===== src/rtl/multdiv_ctrl.sv =====
// multdiv_ctrl: issue/stall controller between the execute stage and the
// multiplier/divider units. Latches one op, launches the selected unit,
// holds the pipeline stalled until the unit reports done (or the watchdog
// fires), then presents a single-cycle writeback.
module multdiv_ctrl #(
  parameter int unsigned MIN_LAT  = 32,
  parameter int unsigned TIMEOUT  = 40,
  parameter int unsigned MULT_EXC = 4,
  parameter int unsigned DIV_EXC  = 5,
  parameter int unsigned TO_EXC   = 6
) (
  input  logic        clk,
  input  logic        reset,
  input  logic        op_valid,
  input  logic        op_is_div,
  input  logic [31:0] op_a,
  input  logic [31:0] op_b,
  input  logic [4:0]  op_rd,
  input  logic        flush,
  output logic        stall,
  output logic        mult_start,
  output logic        mult_reset,
  output logic [31:0] mult_mc,
  output logic [31:0] mult_mp,
  input  logic [31:0] mult_prod,
  input  logic        mult_ovf,
  input  logic        mult_done,
  output logic        div_start,
  output logic        div_reset,
  output logic [31:0] div_dvd,
  output logic [31:0] div_dvs,
  input  logic [31:0] div_quot,
  input  logic        div_exc,
  input  logic        div_done,
  output logic        wb_valid,
  output logic [4:0]  wb_rd,
  output logic [31:0] wb_data
);

  localparam int unsigned CNT_W = $clog2(TIMEOUT + 1);
  localparam logic [CNT_W-1:0] MIN_LAT_C = CNT_W'(MIN_LAT);
  localparam logic [CNT_W-1:0] TIMEOUT_C = CNT_W'(TIMEOUT);
  localparam logic [4:0]       EXC_RD    = 5'd30;

  typedef enum logic [1:0] {
    S_IDLE   = 2'd0,
    S_LAUNCH = 2'd1,
    S_WAIT   = 2'd2,
    S_WB     = 2'd3
  } state_t;

  state_t           state_q, state_d;
  logic [31:0]      a_q, a_d;
  logic [31:0]      b_q, b_d;
  logic [4:0]       rd_q, rd_d;
  logic             is_div_q, is_div_d;
  logic [CNT_W-1:0] cnt_q, cnt_d;
  logic             mult_start_q, mult_start_d;
  logic             div_start_q, div_start_d;
  logic             mult_reset_q, mult_reset_d;
  logic             div_reset_q, div_reset_d;
  logic             wb_valid_q, wb_valid_d;
  logic [4:0]       wb_rd_q, wb_rd_d;
  logic [31:0]      wb_data_q, wb_data_d;
  logic             stall_c;
  logic             done_sel;

  // Saturating increment so the counter can never wrap back under MIN_LAT.
  function automatic logic [CNT_W-1:0] sat_inc(input logic [CNT_W-1:0] v);
    if (v == '1) return v;
    return v + 1'b1;
  endfunction

  // Only the launched unit's done is meaningful; the other one is ignored.
  assign done_sel = is_div_q ? div_done : mult_done;

  // Next-state, latch and registered-output logic. The counter is the number
  // of cycles since the start pulse (0 in LAUNCH), so a done is honoured from
  // MIN_LAT cycles after start and the watchdog fires TIMEOUT cycles after it.
  always_comb begin
    state_d      = state_q;
    a_d          = a_q;
    b_d          = b_q;
    rd_d         = rd_q;
    is_div_d     = is_div_q;
    cnt_d        = cnt_q;
    mult_start_d = 1'b0;
    div_start_d  = 1'b0;
    mult_reset_d = 1'b0;
    div_reset_d  = 1'b0;
    wb_valid_d   = 1'b0;
    wb_rd_d      = wb_rd_q;
    wb_data_d    = wb_data_q;
    stall_c      = 1'b0;
    case (state_q)
      S_IDLE: begin
        if (op_valid && !flush) begin
          stall_c  = 1'b1;
          a_d      = op_a;
          b_d      = op_b;
          rd_d     = op_rd;
          is_div_d = op_is_div;
          cnt_d    = '0;
          if (op_is_div && (op_b == 32'd0)) begin
            // Divide by zero never reaches the divider.
            state_d    = S_WB;
            wb_valid_d = 1'b1;
            wb_rd_d    = EXC_RD;
            wb_data_d  = 32'(DIV_EXC);
          end else begin
            state_d      = S_LAUNCH;
            mult_start_d = !op_is_div;
            div_start_d  = op_is_div;
          end
        end
      end
      S_LAUNCH, S_WAIT: begin
        if (flush) begin
          // Squash: abort the unit next cycle, no writeback.
          state_d      = S_IDLE;
          mult_reset_d = !is_div_q;
          div_reset_d  = is_div_q;
        end else begin
          stall_c = 1'b1;
          cnt_d   = sat_inc(cnt_q);
          if (state_q == S_LAUNCH) begin
            state_d = S_WAIT;
          end else if (done_sel && (cnt_q >= MIN_LAT_C)) begin
            state_d    = S_WB;
            wb_valid_d = 1'b1;
            if (is_div_q) begin
              wb_rd_d   = div_exc ? EXC_RD : rd_q;
              wb_data_d = div_exc ? 32'(DIV_EXC) : div_quot;
            end else begin
              wb_rd_d   = mult_ovf ? EXC_RD : rd_q;
              wb_data_d = mult_ovf ? 32'(MULT_EXC) : mult_prod;
            end
          end else if (cnt_q == TIMEOUT_C) begin
            state_d      = S_WB;
            wb_valid_d   = 1'b1;
            wb_rd_d      = EXC_RD;
            wb_data_d    = 32'(TO_EXC);
            mult_reset_d = !is_div_q;
            div_reset_d  = is_div_q;
          end
        end
      end
      S_WB: begin
        // Writeback completes regardless of flush; new ops wait for IDLE.
        state_d = S_IDLE;
      end
      default: state_d = S_IDLE;
    endcase
  end

  // State, operand latches and registered outputs; async reset clears all.
  always_ff @(posedge clk or posedge reset) begin
    if (reset) begin
      state_q      <= S_IDLE;
      a_q          <= '0;
      b_q          <= '0;
      rd_q         <= '0;
      is_div_q     <= 1'b0;
      cnt_q        <= '0;
      mult_start_q <= 1'b0;
      div_start_q  <= 1'b0;
      mult_reset_q <= 1'b0;
      div_reset_q  <= 1'b0;
      wb_valid_q   <= 1'b0;
      wb_rd_q      <= '0;
      wb_data_q    <= '0;
    end else begin
      state_q      <= state_d;
      a_q          <= a_d;
      b_q          <= b_d;
      rd_q         <= rd_d;
      is_div_q     <= is_div_d;
      cnt_q        <= cnt_d;
      mult_start_q <= mult_start_d;
      div_start_q  <= div_start_d;
      mult_reset_q <= mult_reset_d;
      div_reset_q  <= div_reset_d;
      wb_valid_q   <= wb_valid_d;
      wb_rd_q      <= wb_rd_d;
      wb_data_q    <= wb_data_d;
    end
  end

  // Stall is combinational so it covers the acceptance cycle; reset forces it low.
  assign stall      = stall_c & ~reset;
  assign mult_start = mult_start_q;
  assign div_start  = div_start_q;
  assign mult_reset = mult_reset_q;
  assign div_reset  = div_reset_q;
  assign mult_mc    = a_q;
  assign mult_mp    = b_q;
  assign div_dvd    = a_q;
  assign div_dvs    = b_q;
  assign wb_valid   = wb_valid_q;
  assign wb_rd      = wb_rd_q;
  assign wb_data    = wb_data_q;

endmodule


===== config.mk =====
export PLATFORM = sky130hd
export DESIGN_NAME = multdiv_ctrl
export DESIGN_NICKNAME = d
export VERILOG_FILES = /design/src/rtl/multdiv_ctrl.sv
export SDC_FILE = /design/constraint.sdc
export NUM_CORES = 1
export LEC_CHECK = 0
export BUFFER_PORTS_ARGS = -buffer_cell sky130_fd_sc_hd__buf_2
export CORE_MARGIN = 2
export CORE_UTILIZATION = 40
export DETAILED_ROUTE_END_ITERATION = 10
export PLACE_DENSITY = 0.8
export SLEW_MARGIN = 20
export SYNTH_ARGS = -nofsm -noshare
export SYNTH_HDL_FRONTEND = slang
export SYNTH_SLANG_ARGS = --single-unit

===== constraint.sdc =====
create_clock -name clk -period 3.3 [get_ports clk]
set_clock_uncertainty 0.1 [all_clocks]
set_input_delay 0.33 -clock clk [delete_from_list [all_inputs] [get_ports clk]]
set_output_delay 0.33 -clock clk [all_outputs]
set_load 0.05 [all_outputs]

==> qor.txt <==
H-tree depth: 4
area occupied by multi-input gates: 1938 µm²
placed insts: 997
top cell type's share of synthesized area: 0.5374
outcome: finished, final reports clean
fin crit share: 0.8298
worst min-delay path class: in -> reg
CP peak stage delay: 0.59 ns
most frequent cell after synthesis: nand2_1
final wirelength: 15860 µm
CP Max Fanout: 15
share of layout cells above drive strength 1: 0.4190
fin. max-slew vios: 0
hold_buf cts: 17
initial detailed-routing violation count: 282
core area: 13770 µm²
post-synth cell types: 45
Global Route Usage Sum: 0.2086
WS Path Type: reg -> out
top_reg_cell synth: dfrtp_1
Compound-Gate Fraction of Synth Area: 0.1310
pin count of the biggest net entering global routing: 73
Worst EP arrival: 2.31 ns
GP Congestion: 0.8541
Port Buffers: 312
final hold vios: 0
slew margin rel.: 0.4854
Die ar.: 14930 µm²
Avg Vias per Cell: 4.848
DRC viols: 0
post-synthesis xor/xnor area fraction: 0.001567
RSZ-0062 raised after global routing: no
FF+latch count, synth: 120
Row Count: 43
commonest cells in the netlist: nand2_1, dfrtp_1, buf_4
mux contribution to synthesized area: 0.004702
slew at the pin with the worst max-slew slack: 0.7719 ns
syn avg cell area: 9.439 µm²
Tmin final: 2.738 ns
DPL Wire Length: 11360 µm
drt pass-1 iters: 6
Slowest-stage cell, CP: ha_1
# setup viols final: 0
critical-path cell list: inv_1 > ha_1 > nand2b_1 > a211oi_1 > buf_2
top post-synthesis cells by area: dfrtp_1, nand2_1, buf_4
maxcap violations: 0
maximum vdd drop: 0.9194 mV
Power Dens Cells: 1280 nW/µm²
asr flop ratio synth: 1.000
syn nets: 740
Max clock buf depth: 2
main combinational cell family by area after synthesis: simple AND/OR/NAND/NOR gates
Final ANT Viol Nets: 0
antenna violations before repair: 1
Die X: 122.2 µm
setup TNS: 0 ns
fillcell total: 1286
Leak Pwr: 4.183 nW
synth warn: 0
Setup Buffers After CTS: 0
CP endpoint kind: primary output
EDFF count, synth: 0
post-route non-filler standard cell count: 1045
pre-CTS setup slack: 0.7265 ns
CTS tree: yes
register area: 3003 µm²
cell taking the most area after synthesis: dfrtp_1
Synth Cell Area: 5588 µm²
CTS clk-pin slew, worst paths: 0.05 ns
number of buffers created by CTS: 17
routed vias: 5066
CTS sink count: 120
vias in the first global route: 4686
Root Driver: clkbuf_16
clk_lat worst skew: 0.41 ns
adder-cell share of the synthesized area: 0.01343
Max Fclk: 0.3652 GHz
Post-Synth Simple-Gate Area: 0.1939
Final Total Pwr: 9.679 mW
delay-heaviest family, CP: adder cells
post-CTS resize count: 0
initial core utilization: 0.4057
Die Y: 122.2 µm
CP required: 2.87 ns
nets@finish: 1001
DR WL/cell: 15.17 µm
synth-to-layout area growth: 35.36%
Worst setup SP type: flip-flop
setup ws final: 0.5615 ns
first-pass GRT wire length: 24040 µm
Congestion Overflow GR: 0
total I/O pin count: 313
Post-Synthesis Cells: 592
sequential cell area fraction in the yosys report: 0.5374
CP bufs+invs: 2
-- registers in the layout (all words and copies together) (netlist names), 2 cells and up --
name / cells
div_dvs: 32
wb_data: 32
wb_rd: 5
cnt_q: 6
state_q: 2
div_dvd: 32
rd_q: 5
-- metal layers --
metal,up-vias,track usage,share of wire
met3,14,0.05478,0.061
met2,168,0.3415,0.50
met5,-,0,0
met1,2435,0.2657,0.42
li1,2449,-,-
met4,0,0.07830,0.016
-- power by group --
part | leakage, nW | switching [mW] | internal (mW)
Sequential | 1.52 | 0.437 | 2.07
Combinational | 2.40 | 4.31 | 1.18
Clock | 0.260 | 0.635 | 1.06
Total | 4.18 | 5.38 | 4.30
-- cells by family after synthesis --
logic type	count (synthesis)
AO/OA/AOI/OAI	92
XOR/XNOR	1
flip-flops	120
AND/OR/NAND/NOR	264
buffers and inverters	107
multiplexers	2
adder cells (fa/ha/maj)	6
-- tightest hold or removal path, delay by kind of cell --
kind	cells	cell delay, ns
buffers and inverters	1	0.07
AND/OR/NAND/NOR	2	0.09
-- worst paths after layout --
| kind | slack (ns) | start | depth (start not counted) | end |
|---|---|---|---|---|
| max in group asynchronous | 1.77 | reset | 4 | div_dvd[20]$_DFFE_PP0P_ |
| setup / recovery | 0.56 | state_q[0]$_DFFE_PP0P_ | 5 | stall |
| min in group asynchronous | 0.48 | reset | 3 | wb_data[20]$_DFFE_PP0P_ |
| setup reg to reg | 0.74 | state_q[0]$_DFFE_PP0P_ | 7 | wb_data[14]$_DFFE_PP0P_ |
| hold reg to reg | 0.38 | rd_q[3]$_DFFE_PP0P_ | 2 | rd_q[3]$_DFFE_PP0P_ |
| hold / removal | 0.01 | op_a[17] | 3 | div_dvd[17]$_DFFE_PP0P_ |
-- cell usage in the layout, fill, tap and decap left out, types with 2 or more instances in the layout --
cell	synthesis	layout
a21oi_1	3	3
a22o_1	2	2
a22oi_1	29	29
a41oi_1	2	2
and3_1	3	3
buf_2	8	312
buf_4	64	8
clkbuf_1	23	2
clkbuf_16	0	17
clkbuf_8	0	2
clkinv_2	0	5
clkinvlp_4	0	4
dfrtp_1	120	120
dlygate4sd3_1	0	17
ha_1	6	6
inv_1	11	10
nand2_1	218	218
nand2b_1	2	2
nand3_1	3	3
nand4_1	5	5
nor2_1	15	13
nor4_1	8	8
o21ai_0	6	6
o22a_1	6	6
o22ai_1	2	2
o2bb2ai_1	31	31
-- per-stage QoR --
step	area, µm²	hold slack [ns]	utilization
5_1_grt	7561	0.005599	0.5490
3_3_place_gp	6853	0.3597	0.4975
3_5_place_dp	6853	0.3676	0.4975
4_1_cts	7561	0.0008970	0.5490
2_1_floorplan	5592	0.2964	-
6_report	7564	0.01419	0.5491
-- layout make-up --
type	count	share of cell area
diodes	1	0.0003309
multi-input cells	365	0.2562
clock buffers	21	0.06088
clock inverters	9	0.01026
repair buffers	338	0.2395
flip-flops and latches	120	0.3970
well taps	180	0.02978
inverters	11	0.005955
(Power assumes the default switching activity.)
